**src/rtl/mem_pkg.sv**
```systemverilog
// Shared definitions for the byte-serial memory master: op encodings, FSM states
// and the access-size decode.
package mem_pkg;

    typedef enum logic [2:0] {
        OP_WORD   = 3'b000,
        OP_BYTE   = 3'b001,
        OP_HALF   = 3'b010,
        OP_BYTE_U = 3'b101,
        OP_HALF_U = 3'b110
    } mem_op_e;

    typedef enum logic [1:0] {
        ST_IDLE,
        ST_XFER,
        ST_DONE
    } state_e;

    localparam int unsigned BUF_W = 32;

    localparam logic [2:0] SIZE_NONE = 3'd0;
    localparam logic [2:0] SIZE_BYTE = 3'd1;
    localparam logic [2:0] SIZE_HALF = 3'd2;
    localparam logic [2:0] SIZE_WORD = 3'd4;

    // Number of byte beats for an op; SIZE_NONE marks an unknown encoding.
    function automatic logic [2:0] op_size(input logic [2:0] op);
        logic [2:0] n;
        case (op)
            OP_WORD:            n = SIZE_WORD;
            OP_BYTE, OP_BYTE_U: n = SIZE_BYTE;
            OP_HALF, OP_HALF_U: n = SIZE_HALF;
            default:            n = SIZE_NONE;
        endcase
        return n;
    endfunction

    // Unsigned variants only make sense for loads.
    function automatic logic op_legal(input logic we, input logic [2:0] op);
        return (op_size(op) != SIZE_NONE) && !(we && op[2]);
    endfunction

endpackage

```
**src/rtl/mem_load_ext.sv**
```systemverilog
// Sign/zero extension of an assembled little-endian load buffer to CPU width.
module mem_load_ext
    import mem_pkg::*;
#(
    parameter int unsigned WORD_W = 32
) (
    input  logic [BUF_W-1:0]  buffer,
    input  logic [2:0]        op,
    output logic [WORD_W-1:0] result
);

    always_comb begin
        result = '0;
        case (op)
            OP_WORD:   result = WORD_W'(buffer);
            OP_BYTE:   result = {{(WORD_W-8){buffer[7]}}, buffer[7:0]};
            OP_HALF:   result = {{(WORD_W-16){buffer[15]}}, buffer[15:0]};
            OP_BYTE_U: result = WORD_W'(buffer[7:0]);
            OP_HALF_U: result = WORD_W'(buffer[15:0]);
            default:   result = '0;
        endcase
    end

endmodule

```
**src/rtl/mem_byte_master.sv**
```systemverilog
// Converts one CPU load/store into N byte-wide memory beats and returns a single
// extended response.
module mem_byte_master
    import mem_pkg::*;
#(
    parameter int unsigned ADDR_W = 32,
    parameter int unsigned WORD_W = 32
) (
    input  logic              clk,
    input  logic              rst,
    input  logic              req_valid,
    output logic              req_ready,
    input  logic              req_we,
    input  logic [2:0]        req_op,
    input  logic [ADDR_W-1:0] req_addr,
    input  logic [WORD_W-1:0] req_wdata,
    output logic              resp_valid,
    input  logic              resp_ready,
    output logic [WORD_W-1:0] resp_rdata,
    output logic              resp_err,
    output logic              mem_en,
    output logic              mem_we,
    output logic [ADDR_W-1:0] mem_addr,
    output logic [7:0]        mem_wdata,
    input  logic [7:0]        mem_rdata
);

    state_e            state_q, state_d;
    logic [1:0]        idx_q, idx_d;
    logic [BUF_W-1:0]  buffer_q, buffer_d;
    logic [BUF_W-1:0]  asm_buf;
    logic              we_q, we_d;
    logic [2:0]        op_q, op_d;
    logic [ADDR_W-1:0] addr_q, addr_d;
    logic [WORD_W-1:0] wdata_q, wdata_d;
    logic [WORD_W-1:0] resp_rdata_q, resp_rdata_d;
    logic              resp_err_q, resp_err_d;
    logic [WORD_W-1:0] ext_result;
    logic              last_byte;

    // Buffer with the current beat's byte already merged, so the final response
    // can be registered on the same edge as the last capture.
    always_comb begin
        asm_buf = buffer_q;
        asm_buf[{idx_q, 3'b000} +: 8] = mem_rdata;
    end

    mem_load_ext #(.WORD_W(WORD_W)) u_load_ext (
        .buffer (asm_buf),
        .op     (op_q),
        .result (ext_result)
    );

    assign last_byte = ({1'b0, idx_q} == (op_size(op_q) - 3'd1));

    always_comb begin
        state_d      = state_q;
        idx_d        = idx_q;
        buffer_d     = buffer_q;
        we_d         = we_q;
        op_d         = op_q;
        addr_d       = addr_q;
        wdata_d      = wdata_q;
        resp_rdata_d = resp_rdata_q;
        resp_err_d   = resp_err_q;
        mem_en       = 1'b0;
        mem_we       = 1'b0;
        mem_addr     = '0;
        mem_wdata    = '0;

        case (state_q)
            ST_IDLE: begin
                if (req_valid) begin
                    we_d     = req_we;
                    op_d     = req_op;
                    addr_d   = req_addr;
                    wdata_d  = req_wdata;
                    idx_d    = 2'd0;
                    buffer_d = '0;
                    if (op_legal(req_we, req_op)) begin
                        state_d = ST_XFER;
                    end else begin
                        state_d      = ST_DONE;
                        resp_err_d   = 1'b1;
                        resp_rdata_d = '0;
                    end
                end
            end
            ST_XFER: begin
                // A reset arriving mid-transfer must not let this beat's write land.
                mem_en    = !rst;
                mem_we    = we_q && !rst;
                mem_addr  = addr_q + ADDR_W'(idx_q);
                mem_wdata = wdata_q[{idx_q, 3'b000} +: 8];
                buffer_d  = asm_buf;
                idx_d     = idx_q + 2'd1;
                if (last_byte) begin
                    state_d      = ST_DONE;
                    resp_rdata_d = we_q ? '0 : ext_result;
                    resp_err_d   = 1'b0;
                end
            end
            ST_DONE: begin
                if (resp_ready) begin
                    state_d      = ST_IDLE;
                    resp_rdata_d = '0;
                    resp_err_d   = 1'b0;
                end
            end
            default: state_d = ST_IDLE;
        endcase
    end

    always_ff @(posedge clk) begin
        if (rst) begin
            state_q      <= ST_IDLE;
            idx_q        <= '0;
            buffer_q     <= '0;
            we_q         <= 1'b0;
            op_q         <= '0;
            addr_q       <= '0;
            wdata_q      <= '0;
            resp_rdata_q <= '0;
            resp_err_q   <= 1'b0;
        end else begin
            state_q      <= state_d;
            idx_q        <= idx_d;
            buffer_q     <= buffer_d;
            we_q         <= we_d;
            op_q         <= op_d;
            addr_q       <= addr_d;
            wdata_q      <= wdata_d;
            resp_rdata_q <= resp_rdata_d;
            resp_err_q   <= resp_err_d;
        end
    end

    assign req_ready  = (state_q == ST_IDLE);
    assign resp_valid = (state_q == ST_DONE);
    assign resp_rdata = resp_rdata_q;
    assign resp_err   = resp_err_q;

endmodule

```
**config.mk**
```make
export PLATFORM = sky130hd
export DESIGN_NAME = mem_byte_master
export DESIGN_NICKNAME = d
export VERILOG_FILES = /design/src/rtl/mem_pkg.sv /design/src/rtl/mem_load_ext.sv /design/src/rtl/mem_byte_master.sv
export SDC_FILE = /design/constraint.sdc
export NUM_CORES = 1
export LEC_CHECK = 0
export ABC_CLOCK_PERIOD_IN_PS = 5800
export CELL_PAD_IN_SITES_DETAIL_PLACEMENT = 1
export CELL_PAD_IN_SITES_GLOBAL_PLACEMENT = 2
export CORE_AREA = 2 2 155 157
export CTS_CLUSTER_SIZE = 25
export DETAILED_ROUTE_END_ITERATION = 10
export DIE_AREA = 0 0 157 159
export PLACE_DENSITY_LB_ADDON = 0.1
export SETUP_SLACK_MARGIN = 0.05
export SYNTH_ARGS = -nofsm -noshare
export SYNTH_HDL_FRONTEND = slang
export SYNTH_SLANG_ARGS = --single-unit
export TNS_END_PERCENT = 10
```
**constraint.sdc**
```tcl
create_clock -name clk -period 5.8 [get_ports clk]
set_input_delay 1.74 -clock clk [delete_from_list [all_inputs] [get_ports clk]]
set_output_delay 1.74 -clock clk [all_outputs]
set_load 0.01 [all_outputs]
```
### Word-level counts from Yosys, hierarchy flattened

Index checks and enable logic that the tools add are counted.

* add/subtract/negate cells: 4
* equality and inequality tests: 15
* shifts and indexed selects: 3
* muxes and demuxes: 30
* reduce and logical (&&, ||, !) cells: 19

Operators with widths (number)
* 32-bit two-way mux: 7
* 32-bit case mux with 5 select lines: 1
* 32-bit case mux with 3 select lines: 1
* 32-bit case mux with 2 select lines: 1
* 32-bit by 2-bit adder with 32-bit output: 1
* 32-bit bitwise mux: 1
* 8-bit by 7-bit variable shift with 32-bit output (first input constant): 1
* 32-bit by 6-bit indexed part select with 8-bit output: 1
* 8-bit by 7-bit indexed part select with 32-bit output: 1
* 3-bit case mux with 3 select lines: 2
* 3-bit == test (second input constant): 4
* 2-bit two-way mux: 5
* 8-bit two-way mux: 1
* 2-bit OR reduction: 4
* 5-bit negation with 7-bit output: 1
* 3-bit by 1-bit == test with 1-bit output (second input constant): 2
* 3-bit by 2-bit == test with 1-bit output (second input constant): 2
* 3-bit zero test: 2
* 1-bit two-way mux: 6
* 3-bit two-way mux: 2
* 2-bit inequality test (second input constant): 3
* 2-bit case mux with 3 select lines: 1
* 3-bit nonzero test: 2
* 5-bit AND reduction: 1
* 14 further kinds: 18

* bits in registers: 137
* input bits: 80
* logic and storage cells: 80

### Longest topological paths before layout

* word-level depth: 10
* gate-level depth with buffers: 10
* depth with buffers taken out: 7

### Modules after synthesis

Synthesis repeated with hierarchy kept, for this count alone.

* cells, all modules: 912
* area total of the unflattened synthesis: 7257.0 µm²

By module, submodules not included
* mem_byte_master: instances 1, cells an instance 840, area each 6676.4 µm², seq. area each 2742.6 µm²
* mem_load_ext: instances 1, cells an instance 72, area each 580.6 µm², seq. area each 0.0 µm²

### Least setup slack after synthesis

OpenSTA, ideal clock, no wires.

* path type: input to output
* from: input port rst
* to: output port mem_we
* arrival time: 2190 ps
* slack: 1870 ps
* stages: 2
* cell sequence: nor2b_1 and2_1

* cells in the longest elaborated chain, start to end: 3

Ends and longest elaborated chain
* start: declaration: RTL line mem_byte_master.sv:10 `input logic rst,`
* 1-bit zero test: RTL line mem_byte_master.sv:92 `mem_we = we_q && !rst;`
* 1-bit logical AND: RTL line mem_byte_master.sv:92
* 1-bit two-way mux: RTL line mem_byte_master.sv:71 `case (state_q)`
* end: declaration: RTL line mem_byte_master.sv:22 `output logic mem_we,`

No other way between the ends.

### Final worst setup path

* from: register idx_q[1]
* to: output port mem_addr[13]

* cells in the longest elaborated chain, start to end: 2

Ends and longest elaborated chain
* start: declaration: RTL line mem_byte_master.sv:29 `logic [1:0] idx_q, idx_d;`
* start signal: assignment: RTL line mem_byte_master.sv:127 `idx_q <= idx_d;`
* 32-bit by 2-bit adder with 32-bit output: RTL line mem_byte_master.sv:93 `mem_addr = addr_q + ADDR_W'(idx_q);`
* 32-bit two-way mux: RTL line mem_byte_master.sv:71
* end: declaration: RTL line mem_byte_master.sv:23 `output logic [ADDR_W-1:0] mem_addr,`

No other way between the ends.

==> flow_summary.yaml <==
synth:
  yosys_warnings: 0
  synthCells: 837
  synth.area.top_cells: "sky130_fd_sc_hd__dfxtp_1 (40%), sky130_fd_sc_hd__nand2_1 (8.3%), sky130_fd_sc_hd__a21oi_1 (7.9%)"
  dominant_combinational_cell_family_by_area_after_synthesis: "simple AND/OR/NAND/NOR gates"
  synth_cell_types: 60
  synth_seq_cells: 137
  synth.mux.area_fraction_pct: 3.92
  ys_async_rst_share_pct: 0
  adder_and_majority_gate_portion_of_the_synthesized_area_pct: 3.03
  avgSynthCellArea_um2: 8.20
  mappedNetlistArea_um2: 6870
  synth_edf_count: 0
  synth_sequential_area_ratio_pct: 39.9
  ys_dominant_reg_cell: "sky130_fd_sc_hd__dfxtp_1"
  syn_nets: 933
  synth_compound_gate_area_share_pct: 19.8
  synth-simple-area-share_pct: 24.6
  synthDominantCellAreaShare_pct: 39.9
  synthDominantAreaCellType: "sky130_fd_sc_hd__dfxtp_1"
  parity_gate_share_of_the_synthesized_area_counting_xor_and_xnor_cells_pct: 3.44
die:
  die_area_um2: 25000
  core_area_um2: 23200
  floorplan_die_width_um: 157
  rows: 56
  floorplan.io_pins: 157
  die_height_um: 159
  floorplan.initialDensity_pct: 29.6
worst_setup_path:
  critical_path.max_fanout: 16
  crit_path_top_delay_cell: "sky130_fd_sc_hd__nand4_1"
  worst-endpoint-arrival_ps: 3390
  worst-path-buf-inv: 2
  worst_setup_path_endpoint: "mem_addr[13]"
  worst_setup_sp: "idx_q[1]"
  setup.worst_path.end_class: "primary output"
  type_of_the_worst_setup_path: "reg -> out"
  cpLargestDelayFamily: "simple AND/OR/NAND/NOR gates"
  worst_r2r_startpoint: "idx_q[0]"
  rrSetupSlack_ps: 2640
  timing.reg2reg.worst_path_depth: 8
  crit_required_ps: 4060
  cpPeakStageDelay_ps: 670
  cp_cell_sequence: "buf_4 > ha_1 > a21o_1 > nand4_1 > or3_1 > a21oi_1 > clkdlybuf4s50_1"
  regToRegEndpoint: "resp_rdata[15]"
  cp-start-kind: "flip-flop"
  cp_num_cells: 7
routing:
  detailed_route_drc_error_count: 0
  drtAntennaViolNets: 0
  wirelength_um: 22300
  drt_pass1_iterations: 4
  routed-via-count: 6275
  first_iter_violations: 216
  drt-vias-per-instance: 4.85
  avgRoutedWirePerCell_um: 17.2
status:
  status: "finished clean"
global_route:
  first_global_vias: 6648
  global_routing_usage_summed_across_all_routing_layers_pct: 18.2
  initial_antenna_violation_count: 4
  pin_count_of_the_biggest_net_entering_global_routing: 70
  grt_overflow: 0
  grt_pass1_wl_um: 35900
clock_network:
  clock_tree.root_cell: "sky130_fd_sc_hd__clkbuf_16"
  cts.htree.levels: 4
  clockBufferDepth: 2
  tritoncts.num_buffers: 17
  worstSkewPairLatency_ps: 420
  tritoncts: "yes"
  cts_setup_buffers: 0
  cts.hold.buffers_added: 0
  post_cts_resize_count: 0
  clock_sinks: 137
  clkSlewWorstSetupHoldPaths_ps: 60
cells_and_area:
  total_number_of_nets_in_the_final_design: 1059
  final_design_area_no_fill_um2: 9210
  finalNonFillerCells: 1295
  drive_above_1_share_pct: 9.63
  antenna_diode_count: 0
  area.growth.synth_to_final_pct: 34.2
sta:
  finalMaxSlewViolations: 0
  timing.final.setup_violations: 0
  final_min_period_over_clock_period_pct: 88.5
  finalHoldViolCount: 0
  fin_ws_ps: 666
  timing.max_slew.rel_slack_pct: 23.1
  totalNegativeSetupSlack_ps: 0
  rsz0062_at_grt: "no"
  clock.fmax_mhz: 195
  layout_min_cycle_time_ps: 5130
  fin_skew_ps: 12.0
  timing_worst_slew_pin_value_ps: 1140
power_and_ir_drop:
  clock_network_fraction_of_total_power_pct: 38.1
  irDropWorstVdd_mv: 0.160
  power_density_nw_per_um2: 321
  cell_internal_pwr_mw: 1.99
  combinationalPowerShare_pct: 24.7
  switching_share_pct: 32.7
  switching_power_mw: 0.966
  pleak_nw: 3.28
  seq_power_share_pct: 37.2
place:
  dpl_worst_slack_ps: 1090
  dpl_cell_area_um2: 8600
  dpl.cell_count: 1263
  place_congestion: 0.754
  post-dp-hpwl_um: 15400
  buffer_ports.inserted: 156
job:
  drv.max_cap_violation_count: 0
worst_hold_path:
  min_path_type: "reg -> reg"
## metrics by stage
stage	hold WS (ps)	utilization (%)	total power [mW]
detailed placement	441	37.1	1.87
global route	471	39.7	3.13
CTS	449	39.7	3.01
floorplan	427	-	1.59
finish	449	39.7	2.96
global placement	439	37.1	1.86
## how the worst min path moves through the flow
stage	end	slack [ps]	start	cells after the start
6_report	buffer_q[9]	450	buffer_q[9]	2
5_1_grt	wdata_q[27]	470	wdata_q[27]	2
4_1_cts	buffer_q[9]	450	buffer_q[9]	2
3_5_place_dp	buffer_q[9]	440	buffer_q[9]	2
3_3_place_gp	buffer_q[14]	440	buffer_q[14]	2
2_1_floorplan	buffer_q[13]	430	buffer_q[13]	2
## power by group through the flow
stage | registers, mW | logic [mW] | clock network (mW)
after floorplan | 1.10 | 0.495 | 0
after global placement | 1.12 | 0.743 | 0
after detailed placement | 1.12 | 0.749 | 0
after CTS | 1.10 | 0.753 | 1.15
after global routing | 1.11 | 0.825 | 1.20
final | 1.10 | 0.732 | 1.13
## synthesized netlist by cell type, drive strengths merged (2+ instances only)
master  number
nor4bb       2
a31oi        5
buf         27
nor4b        2
nand3       11
a21o         2
nand2b       3
inv         16
nor3         6
a41oi        2
clkbuf      32
nor2b       36
ha          15
xor2         6
nand2      153
and4         4
xnor2       21
mux2         7
and3         6
nor4        12
a21oi      110
and4b        2
a22oi       26
nor2        82
a32oi        3
o21ai       34
and2        14
mux4         8
or3          4
o21a         3
a22o        25
dfxtp      137
or2          2
nand4        8
## flip-flops by register name, summed over array words and instances, names as in the netlist
name and flops:
addr_q 32, wdata_q 32, buffer_q 32, state_q 2
idx_q 2, resp_err 1, resp_rdata 32, we_q 1
op_q 3
## layer usage
layer	track usage (%)	vias up	part of all wire, %
met5	0	-	0.12
met4	4.05	4	0.77
met3	4.33	13	4.4
met2	30.9	116	48
met1	23.3	3014	46
li1	-	3128	-
## worst register-to-register path: cells and delay by family, from the launching register on
family / cells / cell delay, ps
flops: 1 / 330
buf+inv: 2 / 480
fa+ha+maj: 1 / 430
compound gates: 4 / 880
simple gates: 1 / 990
## cells in the final DEF, fill, tap and decap left out, types with 3 or more instances in the layout
cell type                         netlist  final
sky130_fd_sc_hd__inv_1                 16     16
sky130_fd_sc_hd__nand3_1               10     10
sky130_fd_sc_hd__clkinv_2               0      3
sky130_fd_sc_hd__and2_1                14     13
sky130_fd_sc_hd__mux4_2                 8      8
sky130_fd_sc_hd__o21ai_0               30     30
sky130_fd_sc_hd__and4_1                 4      4
sky130_fd_sc_hd__clkbuf_16              0     17
sky130_fd_sc_hd__nand4_1                7      7
sky130_fd_sc_hd__mux2_2                 7      7
sky130_fd_sc_hd__bufinv_16              0      3
sky130_fd_sc_hd__o21a_1                 3      3
sky130_fd_sc_hd__nor4_1                 8      8
sky130_fd_sc_hd__dfxtp_1              137    137
sky130_fd_sc_hd__or3_1                  4      4
sky130_fd_sc_hd__clkdlybuf4s50_1        0    155
sky130_fd_sc_hd__buf_4                  0     11
sky130_fd_sc_hd__a21oi_1              108    108
sky130_fd_sc_hd__nand2b_1               3      3
sky130_fd_sc_hd__nor2_1                82     82
sky130_fd_sc_hd__nor2b_1               36     36
sky130_fd_sc_hd__nand2_1              152    151
sky130_fd_sc_hd__ha_1                  15     15
sky130_fd_sc_hd__a22o_2                16     16
sky130_fd_sc_hd__and3_1                 6      6
sky130_fd_sc_hd__nor4_2                 4      4
sky130_fd_sc_hd__inv_6                  0      3
sky130_fd_sc_hd__o21ai_1                3      3
sky130_fd_sc_hd__a32oi_1                3      3
sky130_fd_sc_hd__xnor2_1               21     21
sky130_fd_sc_hd__nor3_1                 6      6
sky130_fd_sc_hd__a22oi_1               26     26
sky130_fd_sc_hd__clkinvlp_4             0      4
sky130_fd_sc_hd__a31oi_1                5      5
sky130_fd_sc_hd__a22o_1                 8      8
sky130_fd_sc_hd__xor2_1                 6      6
## cell families (layout without fill, tap and decap cells)
kind of cell	Yosys count	after routing
multiplexers	16	16
AND/OR/NAND/NOR	351	351
buffers and inverters	75	214
AO/OA/AOI/OAI	215	215
flip-flops	137	137
XOR/XNOR	27	27
adder cells (fa/ha/maj)	16	16
## area by class of cell
cell class | instances | area [um2]
sequential | 137 | 2740
fill | 2765 | 14000
clock inverter | 14 | 170
tap | 319 | 399
inverter | 16 | 60.1
clock buffer | 18 | 439
multi-input combinational | 625 | 3760
timing repair buffer | 166 | 1630
Note: power is estimated with default switching activity, not from simulation.
